<file path="config.mk">
export PLATFORM = sky130hd
export DESIGN_NAME = sram_port_arbiter
export DESIGN_NICKNAME = d
export VERILOG_FILES = /design/src/rtl/sram_port_arbiter_pkg.sv /design/src/rtl/sram_access_timer.sv /design/src/rtl/sram_port_arbiter.sv
export SDC_FILE = /design/constraint.sdc
export NUM_CORES = 1
export LEC_CHECK = 0
export BUFFER_PORTS_ARGS = -buffer_cell sky130_fd_sc_hd__buf_2
export CAP_MARGIN = 0
export CORE_AREA = 2 2 103 105
export DETAILED_ROUTE_END_ITERATION = 8
export DIE_AREA = 0 0 105 107
export PLACE_DENSITY = 0.81
export SLEW_MARGIN = 20
export SYNTH_ARGS = -nofsm -noshare
export SYNTH_HDL_FRONTEND = slang
export SYNTH_SLANG_ARGS = --single-unit
</file>
<file path="constraint.sdc">
create_clock -name clk -period 2.3 [get_ports clk]
set_input_delay 0.345 -clock clk [delete_from_list [all_inputs] [get_ports clk]]
set_output_delay 0.345 -clock clk [all_outputs]
set_load 0.01 [all_outputs]
</file>
<file path="src/rtl/sram_port_arbiter_pkg.sv">
// Shared definitions for the base-SRAM port arbiter: FSM state encoding,
// default access length and reset polarity.
// No ports; imported by sram_port_arbiter and sram_access_timer.
package sram_port_arbiter_pkg;

    // Arbiter FSM states; the encoding is fixed so it can be probed from software-visible debug.
    typedef enum logic [1:0] {
        IDLE    = 2'b00,
        INST_RD = 2'b01,
        DATA_RD = 2'b10,
        DATA_WR = 2'b11
    } state_t;

    // Extra SRAM cycles per access beyond the first.
    localparam int WAIT_CYCLES_DEF = 1;

    // Level of rst that resets the block.
    localparam logic RstEnable = 1'b1;

endpackage

</file>
<file path="src/rtl/sram_access_timer.sv">
// Access-length timer: counts cycles spent in an SRAM access and flags the last one.
// Ports: clk, rst (sync, active-high), busy (FSM is in an access state),
//        last (current cycle is the final cycle of the access).
module sram_access_timer
    import sram_port_arbiter_pkg::*;
#(
    parameter int WAIT_CYCLES = WAIT_CYCLES_DEF
) (
    input  logic clk,
    input  logic rst,
    input  logic busy,
    output logic last
);

    logic [2:0] cnt;

    // Counter sits at 0 whenever idle, so the first access cycle always reads 0.
    always_ff @(posedge clk) begin
        if (rst == RstEnable) begin
            cnt <= 3'd0;
        end else if (!busy || last) begin
            cnt <= 3'd0;
        end else begin
            cnt <= cnt + 3'd1;
        end
    end

    assign last = busy && (cnt == 3'(WAIT_CYCLES));

endmodule

</file>
<file path="src/rtl/sram_port_arbiter.sv">
// Arbiter sequencing one shared SRAM between the instruction (ICache refill)
// and data (MEM-stage) ports; one access at a time, registered SRAM pins,
// read data returned with a one-cycle valid pulse.
// Ports: clk/rst; inst_* request/response/stop; data_* request/response/stop;
//        sram_* pins (active-low controls, registered).
// Build option: define SRAM_RR_ARB_EN for round-robin arbitration when both
// ports request together; otherwise data always wins.
module sram_port_arbiter
    import sram_port_arbiter_pkg::*;
#(
    parameter int ADDR_W      = 20,
    parameter int WAIT_CYCLES = WAIT_CYCLES_DEF
) (
    input  logic              clk,
    input  logic              rst,
    input  logic              inst_req,
    input  logic [31:0]       inst_addr,
    output logic [31:0]       inst_rdata,
    output logic              inst_valid,
    output logic              inst_stop,
    input  logic              data_req,
    input  logic              data_we,
    input  logic [3:0]        data_be,
    input  logic [31:0]       data_addr,
    input  logic [31:0]       data_wdata,
    output logic [31:0]       data_rdata,
    output logic              data_valid,
    output logic              data_stop,
    output logic [ADDR_W-1:0] sram_addr,
    output logic [31:0]       sram_wdata,
    output logic              sram_wdata_oe,
    input  logic [31:0]       sram_rdata,
    output logic              sram_ce_n,
    output logic              sram_oe_n,
    output logic              sram_we_n,
    output logic [3:0]        sram_be_n
);

    state_t state, next_state;
    logic   grant_inst, grant_data;
    logic   last;

`ifdef SRAM_RR_ARB_EN
    // 1 = instruction has priority on the next contested cycle (last winner was data).
    logic last_grant;
`endif

    // A port still waiting is exactly a port that must be stopped; a request
    // whose valid is high is the one just completed and is not re-arbitrated.
    assign inst_stop = inst_req & ~inst_valid;
    assign data_stop = data_req & ~data_valid;

    sram_access_timer #(
        .WAIT_CYCLES(WAIT_CYCLES)
    ) u_timer (
        .clk  (clk),
        .rst  (rst),
        .busy (state != IDLE),
        .last (last)
    );

    always_ff @(posedge clk) begin
        if (rst == RstEnable) begin
            state <= IDLE;
        end else begin
            state <= next_state;
        end
    end

    always_comb begin
        next_state = state;
        grant_inst = 1'b0;
        grant_data = 1'b0;
        case (state)
            IDLE: begin
`ifdef SRAM_RR_ARB_EN
                if (data_stop && inst_stop) begin
                    grant_inst = last_grant;
                    grant_data = ~last_grant;
                end else begin
                    grant_data = data_stop;
                    grant_inst = inst_stop;
                end
`else
                grant_data = data_stop;
                grant_inst = inst_stop & ~data_stop;
`endif
                if (grant_data) begin
                    next_state = data_we ? DATA_WR : DATA_RD;
                end else if (grant_inst) begin
                    next_state = INST_RD;
                end
            end
            default: begin
                if (last) begin
                    next_state = IDLE;
                end
            end
        endcase
    end

`ifdef SRAM_RR_ARB_EN
    always_ff @(posedge clk) begin
        if (rst == RstEnable) begin
            last_grant <= 1'b0;
        end else if (grant_data || grant_inst) begin
            last_grant <= grant_data;
        end
    end
`endif

    // SRAM pins are loaded at the grant edge and held until the final access
    // edge, where read data is captured and the completion pulse is raised.
    always_ff @(posedge clk) begin
        if (rst == RstEnable) begin
            sram_addr     <= '0;
            sram_wdata    <= 32'd0;
            sram_wdata_oe <= 1'b0;
            sram_ce_n     <= 1'b1;
            sram_oe_n     <= 1'b1;
            sram_we_n     <= 1'b1;
            sram_be_n     <= 4'hF;
            inst_rdata    <= 32'd0;
            data_rdata    <= 32'd0;
            inst_valid    <= 1'b0;
            data_valid    <= 1'b0;
        end else begin
            inst_valid <= 1'b0;
            data_valid <= 1'b0;
            if (state == IDLE) begin
                if (grant_data) begin
                    sram_addr <= data_addr[ADDR_W+1:2];
                    sram_ce_n <= 1'b0;
                    if (data_we) begin
                        sram_we_n     <= 1'b0;
                        sram_be_n     <= ~data_be;
                        sram_wdata    <= data_wdata;
                        sram_wdata_oe <= 1'b1;
                    end else begin
                        sram_oe_n <= 1'b0;
                        sram_be_n <= 4'h0;
                    end
                end else if (grant_inst) begin
                    sram_addr <= inst_addr[ADDR_W+1:2];
                    sram_ce_n <= 1'b0;
                    sram_oe_n <= 1'b0;
                    sram_be_n <= 4'h0;
                end
            end else if (last) begin
                sram_ce_n     <= 1'b1;
                sram_oe_n     <= 1'b1;
                sram_we_n     <= 1'b1;
                sram_be_n     <= 4'hF;
                sram_wdata_oe <= 1'b0;
                case (state)
                    INST_RD: begin
                        inst_rdata <= sram_rdata;
                        inst_valid <= 1'b1;
                    end
                    DATA_RD: begin
                        data_rdata <= sram_rdata;
                        data_valid <= 1'b1;
                    end
                    default: begin
                        data_valid <= 1'b1;
                    end
                endcase
            end
        end
    end

    // Byte-offset and out-of-range address bits carry no information for a word SRAM.
    logic unused_addr_bits;
    assign unused_addr_bits = ^{inst_addr[31:ADDR_W+2], inst_addr[1:0],
                                data_addr[31:ADDR_W+2], data_addr[1:0]};

endmodule

</file>
==> metrics.txt <==
Worst Tran Pin Value approximately 720 ps; DRT Pass-1 Iters 5; htree depth 4; sequential share of the synthesized area 56.5%; Hold Path Stages 2; WL/cell 13.8 microns; Cells after DPL 893; vias per cell 4.98; Unique masters post-synth 30; vias in the first global route 4525; ranking of synthesized cells by area dfxtp_1 (57%), nand2_1 (16%), a21oi_1 (11%); Storage cell area 2620 sq um; first-pass GRT wire length 20600 microns; CTS tree yes; fin cells 925; CP Launch Type register; total congestion overflow 0; Slowest cell on crit path and4bb_1; syn_nets 688; Yosys reg bits 131; Leakage ~3.0 nW; total wire length 12800 microns; top_reg_cell synth dfxtp_1; crit path time final approximately 1800 ps; proportion of power drawn by combinational gates 11.1%; row count 37; Hold WS ~57 ps; final critical-path setup slack 460 ps; number of synthesized flops with an enable pin 0; Hold Crit Class in2reg; Final Hold Vio Count 0; largest area contributor in the netlist dfxtp_1; post-detailed-route count of antenna-violating nets 0; Mapped Area 4640 sq um; Slew headroom 51.8%; max-slew violations 0; I/O pin cnt roughly 270; Critical Path End Type register; status finished clean; RSZ-0062 raised after global routing no; critical setup path kind reg2reg; hold_buf cts 0; Avg Inst Size Synth 8.45 sq um; Critical Path RT between 2000 and 3000 ps; CP Data Arrival Time 2220 ps; Seq pwr share 42.7%; DP Wirelength 9000 microns; Longest Clk Path Bufs 2; Die Y-Extent 107 microns; DRC violations left 0; Die ar. between 10000 and 15000 sq um; total negative setup slack 0 ps; area share of the largest cell type after synthesis about 57%; total number of vias about 4600; final worst path period share 80.0%; DIE WIDTH roughly 110 microns; maxcap violations 0; clock share of power about 46%; clock sink count 131; r2r worst-path depth 4; maximum VDD drop 604 uV; Critical Path Max Stage Delay 470 ps; postcts setup bufs 0; PD cells 895 nW/um^2; Switch Pwr 0.00142 W; Clk pin slew, worst setup/hold paths roughly 60 ps; CORE AREA about 10000 sq um; initial antenna violation count 0; total CTS buffers 17; Gate Count Post-Synth 549; Setup WS pre-CTS between 300 and 400 ps; DR iter-0 viols 275; worst path cell trace nor2b_1 > and4bb_1 > and2_0 > a221o_1; FMAX 544 MHz; Clk Latency, worst-skew pair 510 ps; cell internal pwr 0.00440 W; Final nets 915; Crit Path Max Fanout 20; Placer Congestion just under 0.8; Root Buffer clkbuf_8; Ant. Diodes 0; Final Skew between 4 and 5 ps; Area Overhead vs Synth 40.1%; endpoints failing setup 0; Switching Share 24.4%; port bufs 240; # resized after CTS 0; Multi-input gate area 1840 sq um; layout cell share with drive strength beyond 1 35.9%; final core occ 64.4%; async set or reset register ratio after synthesis 0%; Initial Utilization 46.0%; Layout fillers between 800 and 900; Yosys warning count 0; GR Util All Layers 22.8%; largest net degree at the start of global routing between 70 and 80
==> cell type report <==
cell class,instances,share of cell area (%)
flip-flops and latches,131,40.3
clock inverters,11,2.33
multi-input cells,377,28.3
inverters,1,0.0577
well taps,136,2.62
repair buffers,248,19.4
clock buffers,21,6.91
==> per-layer routing <==
layer | track usage [%] | share of wire (%) | routed length [microns]
met5 | 0 | 0 | 0
met4 | 10.8 | 2.3 | 291
met2 | 39.7 | 51 | 6470
met3 | 7.72 | 7.6 | 971
met1 | 25.1 | 40 | 5060
==> registers in the layout, indices dropped and copies added (netlist names) <==
name	count
data_valid	1
inst_valid	1
u_timer.cnt	3
sram_addr	20
sram_wdata	32
state	2
sram_be_n	4
sram_we_n	1
inst_rdata	32
data_rdata	32
sram_ce_n	1
sram_wdata_oe	1
sram_oe_n	1
==> kinds of logic (layout without fill, tap and decap cells) <==
family | after synthesis | in the layout | share of synthesized area [%]
AO/OA/AOI/OAI | 126 | 126 | 16.1
multiplexers | 1 | 1 | 0.216
AND/OR/NAND/NOR | 248 | 248 | 22.6
buffers and inverters | 41 | 281 | 3.99
adder cells (fa/ha/maj) | 2 | 2 | 0.539
flip-flops | 131 | 131 | 56.5
==> stage by stage <==
step / cell area, sq um / power (W)
finish: 6500 / 0.00582
floorplan: 4640 / 0.00288
CTS: 6500 / 0.00588
detailed placement: 5900 / 0.00318
global placement: 5900 / 0.00315
global route: 6500 / 0.00607
==> power groups by stage <==
stage | clock [W] | combinational [W] | sequential, W
2_1_floorplan | 0 | 0.000297 | 0.00258
3_3_place_gp | 0 | 0.000629 | 0.00252
3_5_place_dp | 0 | 0.000650 | 0.00253
4_1_cts | 0.00275 | 0.000651 | 0.00248
5_1_grt | 0.00286 | 0.000715 | 0.00250
6_report | 0.00269 | 0.000647 | 0.00248
==> synth_stat cells (2+ instances only) <==
cell / count
nand2_1: 203
dfxtp_1: 131
a21oi_1: 98
a221o_1: 20
and2_0: 20
buf_2: 18
clkbuf_1: 16
nor2_1: 8
nor2b_1: 4
o211ai_1: 4
buf_1: 3
buf_4: 2
ha_1: 2
nand3b_1: 2
nor4_1: 2
o21ai_0: 2
==> path summary, 6_finish.rpt <==
path	slack, ps	to	startpoint
worst min register to register	440	sram_we_n$_SDFFE_PP1P_	sram_we_n$_SDFFE_PP1P_
worst max-delay path	460	sram_addr[1]$_SDFFE_PP0P_	data_valid$_SDFF_PP0_
worst max register to register	460	sram_addr[1]$_SDFFE_PP0P_	data_valid$_SDFF_PP0_
worst min-delay path	60	sram_be_n[1]$_SDFFE_PP1P_	data_be[1]
==> critical path, delay by kind of cell, from the launching register on <==
family          cells  cell delay [ps]
flops               1              320
compound gates      1              280
simple gates        3             1120
==> placed cells by master, fill, tap and decap left out, types with 7 or more instances in the layout <==
cell,instances
and2_0,20
dfxtp_1,131
buf_2,239
a21oi_1,98
a221o_1,20
buf_4,9
nor2_1,7
clkbuf_16,16
nand2_1,203
No activity file was read; power rests on OpenSTA's default activity.
